## src/rtl/dm_access_pkg.sv

```systemverilog
// Shared encodings for the data-memory access unit.
// Pure declarations; no logic, no latency.
// No flow control lives here.
package dm_access_pkg;

    // Request size encodings; 2'b11 is reserved and handled as a word.
    localparam logic [1:0] SZ_BYTE = 2'b00;
    localparam logic [1:0] SZ_HALF = 2'b01;
    localparam logic [1:0] SZ_WORD = 2'b10;

    typedef enum logic {
        ST_IDLE,
        ST_WRITE
    } state_e;

    // Byte and half stores need a read-merge-write; everything else is a word access.
    function automatic logic is_subword(input logic [1:0] size);
        return (size == SZ_BYTE) || (size == SZ_HALF);
    endfunction

endpackage

```

## src/rtl/dm_access_unit_if.sv

```systemverilog
// CPU request/response and data-memory bus bundle for dm_access_unit.
// Wires only; no latency.
// The stall signal is the only backpressure: the requester holds req_* while it is high.
interface dm_access_unit_if #(
    parameter int ADDR_W = 32,
    parameter int DATA_W = 32
);
    // CPU side
    logic              req_valid;
    logic              req_we;
    logic [1:0]        req_size;
    logic              req_signed;
    logic [ADDR_W-1:0] req_addr;
    logic [DATA_W-1:0] req_wdata;
    logic              stall;
    logic [DATA_W-1:0] rdata;
    logic              misalign;
    // Data memory side
    logic [ADDR_W-1:0] dm_addr;
    logic [DATA_W-1:0] dm_din;
    logic              dm_we;
    logic [DATA_W-1:0] dm_dout;

    // Outside world: CPU plus memory model.
    modport master (
        output req_valid, req_we, req_size, req_signed, req_addr, req_wdata, dm_dout,
        input  stall, rdata, misalign, dm_addr, dm_din, dm_we
    );

    // The access unit itself.
    modport slave (
        input  req_valid, req_we, req_size, req_signed, req_addr, req_wdata, dm_dout,
        output stall, rdata, misalign, dm_addr, dm_din, dm_we
    );
endinterface

```

## src/rtl/dm_byte_lane.sv

```systemverilog
// Little-endian lane logic: load extraction/extension and store lane merge.
// Purely combinational, zero latency.
// No backpressure; callers decide when results are used.
import dm_access_pkg::*;

module dm_byte_lane (
    input  logic [1:0]  size_i,
    input  logic        signed_i,
    input  logic [1:0]  off_i,
    input  logic [31:0] word_i,
    input  logic [31:0] wdata_i,
    output logic [31:0] load_o,
    output logic [31:0] merge_o
);

    logic [7:0]  byte_sel;
    logic [15:0] half_sel;

    // Pick the addressed lane, extend it for loads and splice the store data into the old word.
    always_comb begin
        byte_sel = word_i[8*off_i +: 8];
        half_sel = off_i[1] ? word_i[31:16] : word_i[15:0];
        load_o   = word_i;
        merge_o  = wdata_i;
        case (size_i)
            SZ_BYTE: begin
                load_o                = {{24{signed_i & byte_sel[7]}}, byte_sel};
                merge_o               = word_i;
                merge_o[8*off_i +: 8] = wdata_i[7:0];
            end
            SZ_HALF: begin
                load_o  = {{16{signed_i & half_sel[15]}}, half_sel};
                merge_o = off_i[1] ? {wdata_i[15:0], word_i[15:0]}
                                   : {word_i[31:16], wdata_i[15:0]};
            end
            default: begin
                // Word and the reserved encoding: whole word, low address bits ignored.
                load_o  = word_i;
                merge_o = wdata_i;
            end
        endcase
    end

endmodule

```

## src/rtl/dm_access_unit.sv

```systemverilog
// Turns lb/lbu/lh/lhu/lw/sb/sh/sw into word accesses on a word-wide data memory.
// Loads and word stores: 0 cycles; byte/half stores: 2-cycle read-modify-write.
// Sub-word stores raise stall for one cycle; optional DM_MISALIGN_CHECK_EN flags misaligned accesses.
import dm_access_pkg::*;

module dm_access_unit #(
    parameter int ADDR_W = 32,
    parameter int DATA_W = 32
) (
    input  logic           clk,
    input  logic           reset,
    dm_access_unit_if.slave bus
);

    state_e            state_q, state_d;
    logic [DATA_W-1:0] wbuf_q,  wbuf_d;
    logic [ADDR_W-1:0] waddr_q, waddr_d;

    logic [31:0] lane_load;
    logic [31:0] lane_merge;
    logic        misal;

    dm_byte_lane u_lane (
        .size_i   (bus.req_size),
        .signed_i (bus.req_signed),
        .off_i    (bus.req_addr[1:0]),
        .word_i   (bus.dm_dout),
        .wdata_i  (bus.req_wdata),
        .load_o   (lane_load),
        .merge_o  (lane_merge)
    );

`ifdef DM_MISALIGN_CHECK_EN
    // Flag halves on odd bytes and words off a word boundary; only new requests in IDLE count.
    always_comb begin
        misal = bus.req_valid && (state_q == ST_IDLE) &&
                (((bus.req_size == SZ_HALF) && bus.req_addr[0]) ||
                 (!is_subword(bus.req_size) && (bus.req_addr[1:0] != 2'b00)));
    end
`else
    // Without the check, low address bits below the access size are simply ignored.
    always_comb begin
        misal = 1'b0;
    end
`endif

    assign bus.misalign = misal;

    // Next state and memory/CPU outputs; IDLE serves the live request, WRITE replays the merged word.
    always_comb begin
        state_d     = state_q;
        wbuf_d      = wbuf_q;
        waddr_d     = waddr_q;
        bus.dm_addr = bus.req_addr;
        bus.dm_din  = bus.req_wdata;
        bus.dm_we   = 1'b0;
        bus.stall   = 1'b0;
        bus.rdata   = '0;
        case (state_q)
            ST_IDLE: begin
                if (bus.req_valid && !misal) begin
                    if (!bus.req_we) begin
                        bus.rdata = lane_load;
                    end else if (is_subword(bus.req_size)) begin
                        // Register the merge so the write happens from flops next cycle.
                        bus.stall = 1'b1;
                        wbuf_d    = lane_merge;
                        waddr_d   = bus.req_addr;
                        state_d   = ST_WRITE;
                    end else begin
                        bus.dm_we = 1'b1;
                    end
                end
            end
            ST_WRITE: begin
                // Held request is ignored here; it is retired by this write.
                bus.dm_addr = waddr_q;
                bus.dm_din  = wbuf_q;
                bus.dm_we   = 1'b1;
                state_d     = ST_IDLE;
            end
            default: begin
                state_d = ST_IDLE;
            end
        endcase
    end

    // State and write-buffer registers; reset abandons any pending sub-word store.
    always_ff @(posedge clk or posedge reset) begin
        if (reset) begin
            state_q <= ST_IDLE;
            wbuf_q  <= '0;
            waddr_q <= '0;
        end else begin
            state_q <= state_d;
            wbuf_q  <= wbuf_d;
            waddr_q <= waddr_d;
        end
    end

endmodule

```

## src/flat_wrapper.sv

```systemverilog
// flat-port wrapper written by rule: the top's interface ports become plain ports
module dm_access_unit_flat 
#(
    parameter int ADDR_W = 32,
    parameter int DATA_W = 32
)
  (clk, reset, bus_req_valid, bus_req_we, bus_req_size, bus_req_signed, bus_req_addr, bus_req_wdata, bus_dm_dout, bus_stall, bus_rdata, bus_misalign, bus_dm_addr, bus_dm_din, bus_dm_we);
  dm_access_unit_if #(.ADDR_W(ADDR_W), .DATA_W(DATA_W)) bus_i ();
  input  logic clk;
  input  logic reset;
  input wire logic [$bits(bus_i.req_valid)-1:0] bus_req_valid;
  input wire logic [$bits(bus_i.req_we)-1:0] bus_req_we;
  input wire logic [$bits(bus_i.req_size)-1:0] bus_req_size;
  input wire logic [$bits(bus_i.req_signed)-1:0] bus_req_signed;
  input wire logic [$bits(bus_i.req_addr)-1:0] bus_req_addr;
  input wire logic [$bits(bus_i.req_wdata)-1:0] bus_req_wdata;
  input wire logic [$bits(bus_i.dm_dout)-1:0] bus_dm_dout;
  output wire logic [$bits(bus_i.stall)-1:0] bus_stall;
  output wire logic [$bits(bus_i.rdata)-1:0] bus_rdata;
  output wire logic [$bits(bus_i.misalign)-1:0] bus_misalign;
  output wire logic [$bits(bus_i.dm_addr)-1:0] bus_dm_addr;
  output wire logic [$bits(bus_i.dm_din)-1:0] bus_dm_din;
  output wire logic [$bits(bus_i.dm_we)-1:0] bus_dm_we;
  assign bus_i.req_valid = bus_req_valid;
  assign bus_i.req_we = bus_req_we;
  assign bus_i.req_size = bus_req_size;
  assign bus_i.req_signed = bus_req_signed;
  assign bus_i.req_addr = bus_req_addr;
  assign bus_i.req_wdata = bus_req_wdata;
  assign bus_i.dm_dout = bus_dm_dout;
  assign bus_stall = bus_i.stall;
  assign bus_rdata = bus_i.rdata;
  assign bus_misalign = bus_i.misalign;
  assign bus_dm_addr = bus_i.dm_addr;
  assign bus_dm_din = bus_i.dm_din;
  assign bus_dm_we = bus_i.dm_we;
  dm_access_unit #(.ADDR_W(ADDR_W), .DATA_W(DATA_W)) u_core (.clk(clk), .reset(reset), .bus(bus_i));
endmodule
```

## config.mk

```make
export PLATFORM = sky130hd
export DESIGN_NAME = dm_access_unit_flat
export DESIGN_NICKNAME = d
export VERILOG_FILES = /design/src/rtl/dm_access_pkg.sv /design/src/rtl/dm_access_unit_if.sv /design/src/rtl/dm_byte_lane.sv /design/src/rtl/dm_access_unit.sv /design/src/flat_wrapper.sv
export SDC_FILE = /design/constraint.sdc
export NUM_CORES = 1
export LEC_CHECK = 0
export BUFFER_PORTS_ARGS = -buffer_cell sky130_fd_sc_hd__buf_2
export CAP_MARGIN = 30
export CORE_MARGIN = 5
export CORE_UTILIZATION = 54
export CTS_CLUSTER_SIZE = 28
export DETAILED_ROUTE_END_ITERATION = 10
export HOLD_SLACK_MARGIN = 0.08
export PLACE_DENSITY = 0.95
export SLEW_MARGIN = 20
export SYNTH_ARGS = -nofsm -noshare
export SYNTH_HDL_FRONTEND = slang
export SYNTH_HIERARCHICAL = 1
export SYNTH_SLANG_ARGS = --single-unit
export TNS_END_PERCENT = 10
```

## constraint.sdc

```tcl
create_clock -name clk -period 2.9 [get_ports clk]
set_input_delay 0.29 -clock clk [delete_from_list [all_inputs] [get_ports clk]]
set_output_delay 0.29 -clock clk [all_outputs]
set_load 0.05 [all_outputs]
```

# --- Word-level counts from Yosys, hierarchy flattened ---
# Index checks and enable logic that the tools add are counted.
word_totals:
  in_bits: 103
  regBits: 65
  word_cells: 33
op_classes:
  n_reduce_logical: 3
  eq_ne: 1
  n_mux: 19
  n_bitwise: 3
  shift: 3
  addsub: 1
op_table:
  columns: ["op", "count"]
  rows:
  - ["$mux 32", 6]
  - ["$pmux 32 s2", 2]
  - ["$neg 5->34", 1]
  - ["$shift 8x34->32 const A", 1]
  - ["$shiftx 8x34->32", 1]
  - ["$bwmux 32", 1]
  - ["$shiftx 32x6->8", 1]
  - ["$mux 16", 1]
  - ["$mux 1", 7]
  - ["$pmux 1 s2", 2]
  - ["$reduce_and 4->1", 1]
  - ["$and 1x1->1", 2]
  - ["$eq 2x1->1 const B", 1]
  - ["$logic_not 2->1", 1]
  - ["$logic_or 1x1->1", 1]
  - ["$not 1->1", 1]

# --- Depth between registers and ports, before layout ---
# Gate-level depths: netlist of run 1.
logic_depth:
  depth_word: 6
  depth_mapped: 9
  mapped_depth_nobuf: 6

# --- Modules after synthesis ---
# Netlist of run 1, hierarchy kept.
by_module_without_submodules:
  columns: ["module", "instances", "cells_each", "seq_area_each_um2", "area_per_inst_um2"]
  rows:
  - ["dm_access_unit", 1, 248, 1626.6, 3430.8]
  - ["dm_byte_lane", 1, 265, 0.0, 1896.8]

# --- Least setup slack after synthesis of run 1 ---
# No wires, ideal clock.
synth_timing:
  kind: "input to register"
  startpoint: "input port bus_req_addr[1]"
  endpoint: "register u_core.wbuf_q[10]"
  required_ns: 2.773
  setup_time_ns: 0.127
  slack_ns: 0.496
  arrival_time_ns: 2.277
  stages: 9
  n_path_buf: 3
  path_cell_list: "buf_6 inv_1 clkbuf_1 ha_1 and4b_1 and2_1 clkbuf_1 a221o_1 mux2_1"
synth_between:
  elab_chain_cells: 4
  word_cells_on_any_way: 6
  cone_classes: "1 x add/sub; 2 x shift; 3 x mux"
synth_rtl:
  columns: ["item", "line", "text"]
  rows:
  - ["start, declared", "flat_wrapper.sv:15", "input wire logic [$bits(bus_i.req_addr)-1:0] bus_req_addr;"]
  - ["$neg 5->34", "dm_byte_lane.sv:29", "merge_o[8*off_i +: 8] = wdata_i[7:0];"]
  - ["$shiftx 8x34->32 / $shift 8x34->32 (equally long branches)", "dm_byte_lane.sv:29", null]
  - ["$bwmux 32", "dm_byte_lane.sv:29", null]
  - ["$pmux 32 s2 *", "dm_byte_lane.sv:25", "case (size_i)"]
  - ["via u_core.lane_merge[10]", "dm_access_unit.sv:20", "logic [31:0] lane_merge;"]
  - ["end signal, assigned", "dm_access_unit.sv:96", "wbuf_q <= wbuf_d;"]
  - ["end, declared", "dm_access_unit.sv:16", "logic [DATA_W-1:0] wbuf_q, wbuf_d;"]
# The timed path passes the listed nets; every way through them passes the cells marked *.
# A chain may end at the register's enable or synchronous reset.

# --- Worst setup path after layout of run 1 ---
layout_timing:
  startpoint: "input port bus_req_addr[1]"
  endpoint: "output port bus_rdata[0]"
layout_between:
  elab_chain_cells: 5
  word_cells_on_any_way: 6
  cone_classes: "1 x shift; 5 x mux"
layout_rtl:
  columns: ["item", "line", "text"]
  rows:
  - ["$shiftx 32x6->8 / $mux 16 (equally long branches)", "dm_byte_lane.sv:21, dm_byte_lane.sv:22", null]
  - ["$pmux 32 s2 *", "dm_byte_lane.sv:25", null]
  - ["via u_core.lane_load[0]", "dm_access_unit.sv:19", "logic [31:0] lane_load;"]
  - ["$mux 32 *", "dm_access_unit.sv:62", "if (!bus.req_we) begin"]
  - ["$mux 32 *", "dm_access_unit.sv:61", "if (bus.req_valid && !misal) begin"]
  - ["$mux 32 *", "dm_access_unit.sv:59", "case (state_q)"]
  - ["end, declared", "flat_wrapper.sv:19", "output wire logic [$bits(bus_i.rdata)-1:0] bus_rdata;"]
# Marked as above.

==> impl_metrics.ini, run 1 <==
[worst_setup_path]
slowest_stage = a221o_2
path_class = input port to output pin
r2r_slack_ps = 960
critPathMaxStageDelay_ps = 440
path_delay_family = buffers and inverters
cp-endpoint = bus_rdata[0]
startpoint_type = input port
reg2regPathDepth = 3
crit_buf_inv = 3
cp.arrival_ps = 2150
worstPathCellList = buf_2 -> buf_12 -> nand2b_1 -> nand2_1 -> a221o_2 -> and2_1 -> buf_2
crit_path_start = bus_req_addr[1]
cp.depth = 7
rr_endpoint = u_core/waddr_q[18]
critPathCaptureType = output pin
required_ps = 2610
timing.rr.start = u_core/state_q
crit_path_max_fanout = 34
cp_common_cell = buf_2

[detailed_routing]
wl_mm = 17.8
drtIter0Drc = 514
wl_per_cell_microns = 21.3
avgViaCountPerCell = 6.20
dr.pass1.iters = 5
vias = 5181
drc_errors = 0
ant_nets = 0

[power]
pwr-share-seq_pct = 38.0
power.total_uw = 3200
switching_share_pct = 38.5
power.internal_uw = 1970
p_switching_uw = 1230
clkPwrFrac_pct = 24.4
p_leak_uw = 0.00310
ir_drop_uv = 360
combPwrFrac_pct = 37.6
powerDensity_nw_per_um2 = 485

[clock_network]
clkTransAtPathRegs_ps = 70
cts-buffers-inserted = 9
cts_root_buffer = clkbuf_8
cts_sinks = 65
cts_tree = done
clock_latency_ps = 340
cts_setup_buffers = 0
htreeDepth = 3
cts_buffer_depth = 2

[worst_hold_path]
hp-class = input port to flop

[floorplan]
die-area_sq_um = 12000
die_w_microns = 109
rows = 36
die_h_microns = 109
core_sq_um = 9680
initial_core_util_pct = 55.0
io_pins = 202

[place]
io_buffer_count = 200
gp_congestion = 0.946
pre_cts_ws_ps = 133
hpwl_mm = 13.5

[timing]
setup_violations = 0
relSlewSlack_pct = 48.0
finalClockSkew_ps = 6.56
hold_viol_final = 0
min_period_ps = 2440
fmax_ghz = 0.410
worst_slack_ps = 462
rsz0062_at_grt = no
period_share_pct = 84.1
maxSlewViolCount = 0
worst_pin_slew_ps = 780
hold_ws_ps = 173
tns_ps = 0

[yosys]
ys_types = 46
synth_edf_count = 0
syn_area_sq_um = 5330
synth_cells = 513
synth_nets = 621
synth_flop_cell = dfrtp_1
yosysWarnings = 6
ys_ff_latch = 65
yosysSeqAreaShare_pct = 30.5
synth_async_sr_flop_share_pct = 100
avgSynthCellArea_sq_um = 10.4

[cells_and_area]
antenna_cells = 0
drive_above_1_share_pct = 48.7
final_net_count = 805
final_cell_mix = buf_2 (200), mux2_2 (85), dfrtp_1 (64)
final_common_cell = buf_2
area_growth_pct = 23.9
fin_util_pct = 68.2

[global_routing]
grt_pass1_wl_mm = 27.2
grt_max_degree = 45
track_usage_pct = 29.4
first_global_vias = 5145
antenna_found_initial = 0
gr-total-overflow = 0

[job]
drv_cap = 0

[status]
status = completed
## cells by family (layout without fill, tap and decap cells)
logic type | Yosys count | in the layout | synth area share, %
DFF | 65 | 65 | 30.5
adders and majority gates | 5 | 5 | 1.17
muxes | 153 | 153 | 32.1
AOI/OAI and AO/OA | 118 | 118 | 17.5
other | 1 | 1 | 0.0704
buffers and inverters | 55 | 244 | 5.68
and+or+nand+nor | 116 | 116 | 12.9
## synthesized netlist by cell type, drive strengths merged (5+ instances only)
library cell,n,area [sq um]
o21ai,24,120
and2,35,219
a22o,28,245
buf,32,216
a31oi,7,43.8
o211ai,10,80.1
nand3,9,45.0
or4b,7,70.1
clkbuf,15,56.3
nand2,35,131
a32oi,9,78.8
mux2,134,1510
ha,5,62.6
a21oi,6,30.0
nand3b,7,52.6
mux2i,18,180
a221o,25,255
dfrtp,65,1630
inv,8,30.0
## worst min-delay path by stage
stage / depth (start not counted) / startpoint / slack (ps) / to
finish: 2 / bus_req_addr[16] / 170 / u_core/waddr_q[16]
global route: 2 / bus_req_addr[29] / 160 / u_core/waddr_q[29]
CTS: 2 / bus_req_addr[29] / 160 / u_core/waddr_q[29]
detailed placement: 2 / reset / 390 / u_core/wbuf_q[25]
global placement: 2 / reset / 380 / u_core/wbuf_q[25]
floorplan: 1 / bus_req_addr[12] / 420 / u_core/waddr_q[12]
## worst reg2reg max path: cells and delay by family (launching register included)
family / cells / cell delay, ps
mux: 1 / 360
simple gates: 1 / 560
flops: 1 / 580
buf+inv: 1 / 310
## power by group through the flow
stage / logic [uW] / registers (uW) / clock network (uW)
after floorplan: 899 / 1180 / 0
after global placement: 1160 / 1220 / 0
after detailed placement: 1190 / 1230 / 0
after CTS: 1200 / 1210 / 790
after global routing: 1280 / 1240 / 835
final: 1200 / 1220 / 782
## final cells by class
type | count | area [sq um]
fill | 772 | 3080
timing repair buffer | 220 | 1180
sequential | 65 | 1630
clock buffer | 10 | 138
clock inverter | 6 | 57.6
inverter | 8 | 30.0
multi-input combinational | 393 | 3410
tap | 133 | 166
## layer usage
layer  vias up  global-route usage (%)  routed length [microns]
li1       2326                       -                        -
met5         -                       0                        0
met2       338                    50.1                     8400
met1      2462                    36.9                     6880
met3        55                    7.22                     2050
met4         0                    8.99                      468
## what timing repair did
action                    4_1_cts  5_1_grt
hold buffers                    1        0
hold endpoints to repair       25        0
gates resized for setup         0        0
## state kept, by name, summed over array words and instances, names as in the netlist
name,count
u_core/state_q,1
u_core/waddr_q,32
u_core/wbuf_q,32
## through the flow
| step | std cells | cell area [sq um] |
|---|---|---|
| global placement | 817 | 6390 |
| finish | 835 | 6600 |
| global route | 835 | 6600 |
| floorplan | 513 | 5330 |
| CTS | 834 | 6600 |
| detailed placement | 817 | 6390 |
Note: power is estimated with default switching activity, not from simulation.
==> run 2, diff against run 1 <==
--- a/config.mk
+++ b/config.mk
@@ -8,11 +8,11 @@
 export BUFFER_PORTS_ARGS = -buffer_cell sky130_fd_sc_hd__buf_2
 export CAP_MARGIN = 30
 export CORE_MARGIN = 5
-export CORE_UTILIZATION = 54
+export CORE_UTILIZATION = 46
 export CTS_CLUSTER_SIZE = 28
 export DETAILED_ROUTE_END_ITERATION = 10
 export HOLD_SLACK_MARGIN = 0.08
-export PLACE_DENSITY = 0.95
+export PLACE_DENSITY = 0.89
 export SLEW_MARGIN = 20
 export SYNTH_ARGS = -nofsm -noshare
 export SYNTH_HDL_FRONTEND = slang
==> constraint.sdc (replaced) <==
create_clock -name clk -period 2.2 [get_ports clk]
set_input_delay 0.22 -clock clk [delete_from_list [all_inputs] [get_ports clk]]
set_output_delay 0.22 -clock clk [all_outputs]
set_load 0.05 [all_outputs]
==> impl_metrics.ini, run 2 (synthesis results as in run 1) <==
[status]
status = completed

[power]
p_leak_uw = 0.00321
powerDensity_nw_per_um2 = 684
ir_drop_uv = 501
power.total_uw = 4690

[cells_and_area]
drive_above_1_share_pct = 49.0
multi_input_area_sq_um = 3400
final_cell_mix = buf_2 (200), mux2_2 (85), dfrtp_1 (64)
final_net_count = 813
top_regs = u_core/waddr_q: 32 flops, u_core/wbuf_q: 32 flops, u_core/state_q: 1 flops
final_cells = 854
fillCellCount = 965
final_area_sq_um = 6860
ff_latch_area_sq_um = 1630
area_growth_pct = 28.7
fin_util_pct = 60.3
final_common_cell = buf_2

[clock_network]
cts_root_buffer = clkbuf_16
cts_buffer_depth = 2
clkTransAtPathRegs_ps = 50
clock_latency_ps = 330
cts_tree = done
cts-buffers-inserted = 9
cts_sinks = 65
htreeDepth = 3

[place]
gp_congestion = 0.942
pre_cts_ws_ps = -27.0
dpl_cell_area_sq_um = 6510
hpwl_mm = 13.7
io_buffer_count = 200
place.detailed.instances = 835

[floorplan]
initial_core_util_pct = 46.9
die-area_sq_um = 13800
die_w_microns = 118
die_h_microns = 118
io_pins = 202
rows = 39
core_sq_um = 11400

[timing]
period_share_pct = 96.7
maxSlewViolCount = 0
relSlewSlack_pct = 43.8
hold_viol_final = 0
setup_violations = 0
finalClockSkew_ps = 3.87
min_period_ps = 2130
fmax_ghz = 0.470
worst_pin_slew_ps = 831
rsz0062_at_grt = no
worst_slack_ps = 73.3

[worst_setup_path]
crit_path_max_fanout = 19
path_class = input port to output pin
required_ps = 1980
r2r_slack_ps = 470
cp.arrival_ps = 1910
critPathCaptureType = output pin
startpoint_type = input port

[detailed_routing]
dr.pass1.iters = 5
drtIter0Drc = 587
ant_nets = 0
drc_errors = 0
avgViaCountPerCell = 6.08
vias = 5191
wl_mm = 18.1
wl_per_cell_microns = 21.2

[global_routing]
first_global_vias = 5197
grt_pass1_wl_mm = 28.1
track_usage_pct = 24.9
antenna_found_initial = 1
gr-total-overflow = 0
grt_max_degree = 66

[job]
drv_cap = 0

[worst_hold_path]
hp-class = input port to flop
==> run 2: cell types whose count changed in the layout (fill, tap and decap cells not counted), sizes merged <==
cell      before  now
buf          218  225
diode          0    1
clkinv         4    1
clkinvlp       1    0
clkbuf        11   16
==> run 2: metal layers <==
metal | global-route usage, % | part of all wire [%]
met1 | 31.2 | 39
met2 | 38.9 | 45
met3 | 10.0 | 13
met4 | 8.46 | 2.8
met5 | 0 | 0
==> run 2: final timing paths <==
kind                                          from            endpoint  cells past startpoint
worst min register to register  u_core/waddr_q[22]  u_core/waddr_q[22]                      1
min in group asynchronous                    reset    u_core/wbuf_q[1]                      4
worst max register to register      u_core/state_q    u_core/wbuf_q[7]                      3
max in group asynchronous                    reset      u_core/state_q                      4
worst min-delay path              bus_req_addr[18]  u_core/waddr_q[18]                      2
worst max-delay path               bus_req_addr[1]       bus_rdata[11]                      7
==> run 2: critical path, cell delays in order <==
cell and delay, ps:
clkbuf_4 170, buf_12 160, mux4_2 500, and4_4 240, a221o_1 270, and2_1 130
buf_2 200
==> run 2: cell type report <==
class / instances / share of cell area (%)
sequential: 65 / 23.7
antenna: 1 / 0.0365
multi-input combinational: 393 / 49.6
inverter: 8 / 0.438
timing repair buffer: 228 / 19.0
clock buffer: 14 / 4.00
clock inverter: 2 / 0.511
tap: 143 / 2.61
==> run 2: what timing repair did <==
action | in CTS | in global routing
endpoints found under the hold margin | 65 | 0
hold buffers | 1 | 0
resized for setup | 0 | 1
endpoints found under the setup margin | 0 | 2
buffers inserted | 0 | 0
==> run 2: power by group <==
group | switching, uW | internal (uW)
combinational | 1010 | 612
sequential | 138 | 1460
clock | 500 | 969
total | 1640 | 3040
==> run 2: through the flow <==
| step | hold WS [ps] | TNS [ps] |
|---|---|---|
| 3_5_place_dp | 320 | -78.8 |
| 4_1_cts | 110 | 0 |
| 5_1_grt | 110 | 0 |
| 2_1_floorplan | 355 | 0 |
| 6_report | 124 | 0 |
| 3_3_place_gp | 321 | -253 |
